### src/rtl/axis_sa_seq.sv
// Tile sequencer for a systolic array: pairs x/k beats into the array and frames its results.
// Optional stall counters are built when AXIS_SA_SEQ_PERF_EN is defined.
module axis_sa_seq #(
    parameter int R    = 4,
    parameter int C    = 8,
    parameter int WX   = 4,
    parameter int WK   = 8,
    parameter int WY   = 16,
    parameter int WCNT = 16
) (
    input  logic              clk,
    input  logic              rstn,
    input  logic              cfg_valid,
    output logic              cfg_ready,
    input  logic [WCNT-1:0]   cfg_k,
    input  logic [WCNT-1:0]   cfg_tiles,
    input  logic              sx_valid,
    output logic              sx_ready,
    input  logic [R*WX-1:0]   sx_data,
    input  logic              sk_valid,
    output logic              sk_ready,
    input  logic [C*WK-1:0]   sk_data,
    output logic              sa_s_valid,
    input  logic              sa_s_ready,
    output logic              sa_s_last,
    output logic [R*WX-1:0]   sa_x_data,
    output logic [C*WK-1:0]   sa_k_data,
    input  logic              sa_m_valid,
    output logic              sa_m_ready,
    input  logic              sa_m_last,
    input  logic [R*WY-1:0]   sa_m_data,
    output logic              m_valid,
    input  logic              m_ready,
    output logic              m_last,
    output logic [R*WY-1:0]   m_data,
    output logic              busy,
    output logic              done,
    output logic              err,
    output logic [31:0]       perf_in_stall,
    output logic [31:0]       perf_out_stall
);

    typedef enum logic [1:0] {
        IDLE  = 2'd0,
        RUN   = 2'd1,
        DRAIN = 2'd2
    } state_t;

    localparam logic [WCNT-1:0] C_LAST = WCNT'(C - 1);
    localparam logic [WCNT-1:0] ONE    = WCNT'(1);

    state_t          state;
    logic [WCNT-1:0] k_reg, t_reg;
    logic [WCNT-1:0] kcnt, tin_cnt, ocnt, tout_cnt;
    logic            run_q, ready_q, busy_q, done_q, err_q;

    logic accept, zero_cmd, in_fire, out_fire;
    logic k_last, tin_last, o_last_beat, tout_last, final_in, cmd_end;

    assign accept      = ready_q & cfg_valid;
    assign zero_cmd    = (cfg_k == '0) || (cfg_tiles == '0);
    assign k_last      = (kcnt == k_reg - ONE);
    assign tin_last    = (tin_cnt == t_reg - ONE);
    assign o_last_beat = (ocnt == C_LAST);
    assign tout_last   = (tout_cnt == t_reg - ONE);
    assign in_fire     = run_q & sx_valid & sk_valid & sa_s_ready;
    assign out_fire    = sa_m_valid & m_ready;
    assign final_in    = in_fire & k_last & tin_last;
    assign cmd_end     = out_fire & m_last;

    // x and k are only offered to the array as a pair, so neither stream can slip a beat.
    assign sa_s_valid = run_q & sx_valid & sk_valid;
    assign sx_ready   = run_q & sa_s_ready & sk_valid;
    assign sk_ready   = run_q & sa_s_ready & sx_valid;
    assign sa_s_last  = run_q & k_last;
    assign sa_x_data  = sx_data;
    assign sa_k_data  = sk_data;

    assign m_valid    = sa_m_valid;
    assign sa_m_ready = m_ready;
    assign m_data     = sa_m_data;
    assign m_last     = o_last_beat & tout_last;

    assign cfg_ready = ready_q;
    assign busy      = busy_q;
    assign done      = done_q;
    assign err       = err_q;

    // NOTE: all state updates use non-blocking assignments so every register samples pre-edge values.
    always_ff @(posedge clk or negedge rstn) begin
        if (!rstn) begin
            state    <= IDLE;
            k_reg    <= '0;
            t_reg    <= '0;
            kcnt     <= '0;
            tin_cnt  <= '0;
            ocnt     <= '0;
            tout_cnt <= '0;
            run_q    <= 1'b0;
            ready_q  <= 1'b1;
            busy_q   <= 1'b0;
            done_q   <= 1'b0;
            err_q    <= 1'b0;
        end else begin
            done_q <= 1'b0;

            if (accept) begin
                k_reg    <= cfg_k;
                t_reg    <= cfg_tiles;
                kcnt     <= '0;
                tin_cnt  <= '0;
                ocnt     <= '0;
                tout_cnt <= '0;
            end else begin
                if (in_fire) begin
                    if (k_last) begin
                        kcnt    <= '0;
                        tin_cnt <= tin_cnt + ONE;
                    end else begin
                        kcnt <= kcnt + ONE;
                    end
                end
                if (out_fire) begin
                    if (o_last_beat) begin
                        ocnt     <= '0;
                        tout_cnt <= tout_cnt + ONE;
                    end else begin
                        ocnt <= ocnt + ONE;
                    end
                end
            end

            // A framing fault seen on the accept cycle itself still wins over the clear.
            if (out_fire && ((sa_m_last != o_last_beat) || (state == IDLE)))
                err_q <= 1'b1;
            else if (accept)
                err_q <= 1'b0;

            case (state)
                IDLE: begin
                    if (accept) begin
                        if (zero_cmd) begin
                            done_q <= 1'b1;
                        end else begin
                            state   <= RUN;
                            run_q   <= 1'b1;
                            ready_q <= 1'b0;
                            busy_q  <= 1'b1;
                        end
                    end
                end
                RUN: begin
                    if (final_in) begin
                        run_q <= 1'b0;
                        if (cmd_end) begin
                            state   <= IDLE;
                            ready_q <= 1'b1;
                            busy_q  <= 1'b0;
                            done_q  <= 1'b1;
                        end else begin
                            state <= DRAIN;
                        end
                    end
                end
                DRAIN: begin
                    if (cmd_end) begin
                        state   <= IDLE;
                        ready_q <= 1'b1;
                        busy_q  <= 1'b0;
                        done_q  <= 1'b1;
                    end
                end
                default: begin
                    state   <= IDLE;
                    run_q   <= 1'b0;
                    ready_q <= 1'b1;
                    busy_q  <= 1'b0;
                end
            endcase
        end
    end

`ifdef AXIS_SA_SEQ_PERF_EN
    logic [31:0] perf_in_q, perf_out_q;

    always_ff @(posedge clk or negedge rstn) begin
        if (!rstn) begin
            perf_in_q  <= '0;
            perf_out_q <= '0;
        end else if (accept) begin
            perf_in_q  <= '0;
            perf_out_q <= '0;
        end else begin
            if (run_q && !(sa_s_valid && sa_s_ready) && (perf_in_q != '1))
                perf_in_q <= perf_in_q + 32'd1;
            if (sa_m_valid && !m_ready && (perf_out_q != '1))
                perf_out_q <= perf_out_q + 32'd1;
        end
    end

    assign perf_in_stall  = perf_in_q;
    assign perf_out_stall = perf_out_q;
`else
    assign perf_in_stall  = '0;
    assign perf_out_stall = '0;
`endif

endmodule

### config.mk
export PLATFORM = sky130hd
export DESIGN_NAME = axis_sa_seq
export DESIGN_NICKNAME = d
export VERILOG_FILES = /design/src/rtl/axis_sa_seq.sv
export SDC_FILE = /design/constraint.sdc
export NUM_CORES = 1
export LEC_CHECK = 0
export CORE_MARGIN = 4
export CORE_UTILIZATION = 30
export CTS_CLUSTER_DIAMETER = 100
export DETAILED_ROUTE_END_ITERATION = 8
export GPL_TIMING_DRIVEN = 0
export PLACE_DENSITY_LB_ADDON = 0.1
export SLEW_MARGIN = 25
export SYNTH_ARGS = -nofsm -noshare
export SYNTH_HDL_FRONTEND = slang
export SYNTH_SLANG_ARGS = --single-unit
### constraint.sdc
create_clock -name clk -period 10.6 [get_ports clk]
set_input_delay 2.12 -clock clk [delete_from_list [all_inputs] [get_ports clk]]
set_output_delay 2.12 -clock clk [all_outputs]
set_load 0.005 [all_outputs]
==> summary.md <==
| Metric | Value |
|---|---|
| Layout cells sized above 1 | `20.0%` |
| Met3 wire len | `1.66 mm` |
| WP buf/inv | `3` |
| First-pass GRT wire length | `38.1 mm` |
| Clk_lat worst skew | `360 ps` |
| Clk buf depth | `2` |
| Max Fclk | `0.169 GHz` |
| Initial antenna violation count | `0` |
| Post-synthesis register bit count | `103` |
| CTS Hold Bufs | `0` |
| Crit path cell chain | `clkbuf_1, or4_4, buf_6, nor4_1, xnor2_1, xnor2_1, a2111oi_0, nand2_1, nor3_1, clkdlybuf4s50_1` |
| CTS sink count | `103` |
| Status | `complete, no violations` |
| Final hold viol count | `0` |
| Tot Pwr | `0.000954 W` |
| Met1 WL | `10.3 mm` |
| Area Growth Syn to Fin | `35.9%` |
| Remaining global-route overflow | `0` |
| Detailed Route WL | `23.7 mm` |
| Io pins | `404` |
| Cell taking the most area after synthesis | `dfrtp_1` |
| Post-Syn Instances | `978` |
| EDFF count, synth | `0` |
| Worst-path fanout max | `8` |
| Cell row count | `60` |
| DRC violations left | `0` |
| Final setup violation count | `0` |
| Worst-Margin Slew | `989 ps` |
| Cell mode on critical path | `xnor2_1` |
| Initial Utilization | `30.4%` |
| Synth cell types | `76` |
| Ys async rst share | `100%` |
| Worst setup SP type | `flop` |
| Top layer in use | `met4` |
| Drt first-iter violations | `364` |
| CTS Buf Count | `9` |
| Post-synthesis sequential area ratio | `31.6%` |
| Final Util | `41.3%` |
| Antenna Cells | `0` |
| Hpwl dp | `19.3 mm` |
| Worst Skew | `12.7 ps` |
| Hold Slack | `510 ps` |
| Core area | `26900 sq um` |
| Area contributors post-synth | `dfrtp_1 31%, buf_4 19%, nand2_1 5.9%` |
| CTS tree | `built` |
| Met2 wire length | `11.4 mm` |
| Gpl congestion | `0.819` |
| Buffers added on ports | `195` |
| First-pass detailed-route iteration total | `4` |
| Fin. max-slew vios | `0` |
| Number of global-route vias before repair | `7263` |
| Clk root buf | `clkbuf_16` |
| Arr. time, crit path | `3800 ps` |
| Max_slew headroom | `33.5%` |
| H-tree depth | `3` |
| Die Ht | `173 microns` |
| Total negative setup slack | `0 ps` |
| Drt via density | `4.58` |
| Die Width | `173 microns` |
| Vias | `7307` |
| Syn_area_per_cell | `8.36 sq um` |
| Power per Cell Area | `85.9 nW/um^2` |
| Hold Path Class | `reg2reg` |
| Slowest CP cell | `clkdlybuf4s50_1` |
| Crit path largest cell delay | `560 ps` |
| Pleak | `5.25 nW` |
| RSZ-0062 raised after global routing | `false` |
| Top-area cell type share of the netlist area | `31.2%` |
| Antenna Nets Post-Route | `0` |
| Largest net degree at the start of global routing | `69` |
| Synthesis Warnings | `0` |
| Placed cell count | `1578` |
| Die ar. | `29900 sq um` |
| Minimum period implied by the final worst setup slack | `5920 ps` |
| Fin cells | `1594` |
| Post-CTS Setup Inserts | `0` |
| Final period util | `55.9%` |
| WL per Instance | `14.9 microns` |
| Number of max-cap violations | `0` |
| Post-synth top flop | `dfrtp_1` |
| Crit-path leading delay family | `simple AND/OR/NAND/NOR gates` |
| CTS clk-pin slew, worst paths | `80 ps` |
| Required @ worst endpoint | `8480 ps` |
| Worst VDD drop | `0.0000498 V` |
| Fin nets | `1443` |
| R2r setup slk | `6710 ps` |
| Final-layout fill cell count | `2706` |
| Mapped Area | `8170 sq um` |
| Crit Path Class | `reg2out` |
| Post-CTS Resized | `0` |
| Crit. End Element | `primary output` |
| Total GRT Usage | `15.3%` |
==> metal layers <==
layer  GRT usage [%]  vias up
li1                -     3600
met1            19.7     3396
met2            26.2      296
met3            3.19       15
met4            3.92        0
met5               0        -
==> per-stage QoR <==
step	cell area, sq um	setup slack (ps)
global placement	10800	3070
global route	11100	4320
floorplan	8410	6060
CTS	11100	4630
detailed placement	10800	5030
finish	11100	4680
==> synthesized netlist by cell type, types with 10 or more instances <==
| cell type | number |
|---|---|
| clkbuf_1 | 28 |
| xor2_1 | 44 |
| nor2_1 | 64 |
| o21ai_0 | 41 |
| xnor2_1 | 51 |
| and3_1 | 19 |
| inv_1 | 23 |
| nand3_1 | 28 |
| dfrtp_1 | 102 |
| nor4_1 | 28 |
| or3_1 | 11 |
| nand4_1 | 15 |
| buf_4 | 211 |
| a21oi_1 | 18 |
| nand2_1 | 128 |
| nor3_1 | 20 |
| ha_1 | 10 |
==> kinds of logic (layout without fill, tap and decap cells) <==
logic type / count (synthesis) / count (layout) / share of synthesized area, %
buffers and inverters: 271 / 483 / 22.4
AND/OR/NAND/NOR: 365 / 365 / 22.5
XOR/XNOR: 98 / 98 / 11.0
flip-flops: 103 / 103 / 31.6
multiplexers: 5 / 5 / 0.719
adder cells (fa/ha/maj): 10 / 10 / 1.53
AO/OA/AOI/OAI: 125 / 125 / 10.2
other: 1 / 64 / 0.0459
==> layout make-up <==
type | count | area [sq um] | area share [%]
buffer | 248 | 1750 | 15.7
clock buffer | 11 | 243 | 2.19
clock inverter | 5 | 47.5 | 0.428
inverter | 23 | 86.3 | 0.777
multi-input combinational | 667 | 4000 | 36.0
sequential | 103 | 2580 | 23.2
tap | 341 | 427 | 3.84
timing repair buffer | 196 | 1980 | 17.8
==> path summary, 6_finish.rpt <==
| check | startpoint | endpoint | depth (start not counted) |
|---|---|---|---|
| max | t_reg[8] | m_last | 10 |
| min | err | err | 2 |
| max reg2reg | t_reg[8] | busy | 10 |
| min reg2reg | err | err | 2 |
| max in group asynchronous | rstn | cfg_ready | 2 |
| min in group asynchronous | rstn | done | 1 |
==> cell usage in the layout, fill, tap and decap left out, types with 19 or more instances in the layout <==
| cell | n |
|---|---|
| dfrtp_1 | 102 |
| and3_1 | 19 |
| o21ai_0 | 41 |
| buf_4 | 211 |
| xor2_1 | 44 |
| xnor2_1 | 51 |
| clkdlybuf4s50_1 | 194 |
| nand2_1 | 128 |
| nor3_1 | 20 |
| clkbuf_1 | 29 |
| nand3_1 | 28 |
| inv_1 | 23 |
| nor4_1 | 28 |
| conb_1 | 64 |
| nor2_1 | 64 |
==> worst register-to-register path: cells and delay by family, from the launching register on <==
| kind | cells | cell delay [ps] |
|---|---|---|
| and+or+nand+nor | 3 | 1570 |
| xor gates and xnor gates | 2 | 330 |
| buffers and inverters | 2 | 350 |
| muxes | 1 | 370 |
| AOI/OAI and AO/OA | 2 | 800 |
| DFF | 1 | 360 |
==> power by group <==
part,switching (W),internal [W]
registers,0.0000137,0.000405
clock network,0.000167,0.000171
logic,0.0000674,0.000129
total,0.000249,0.000705
No activity file was read; power rests on OpenSTA's default activity.
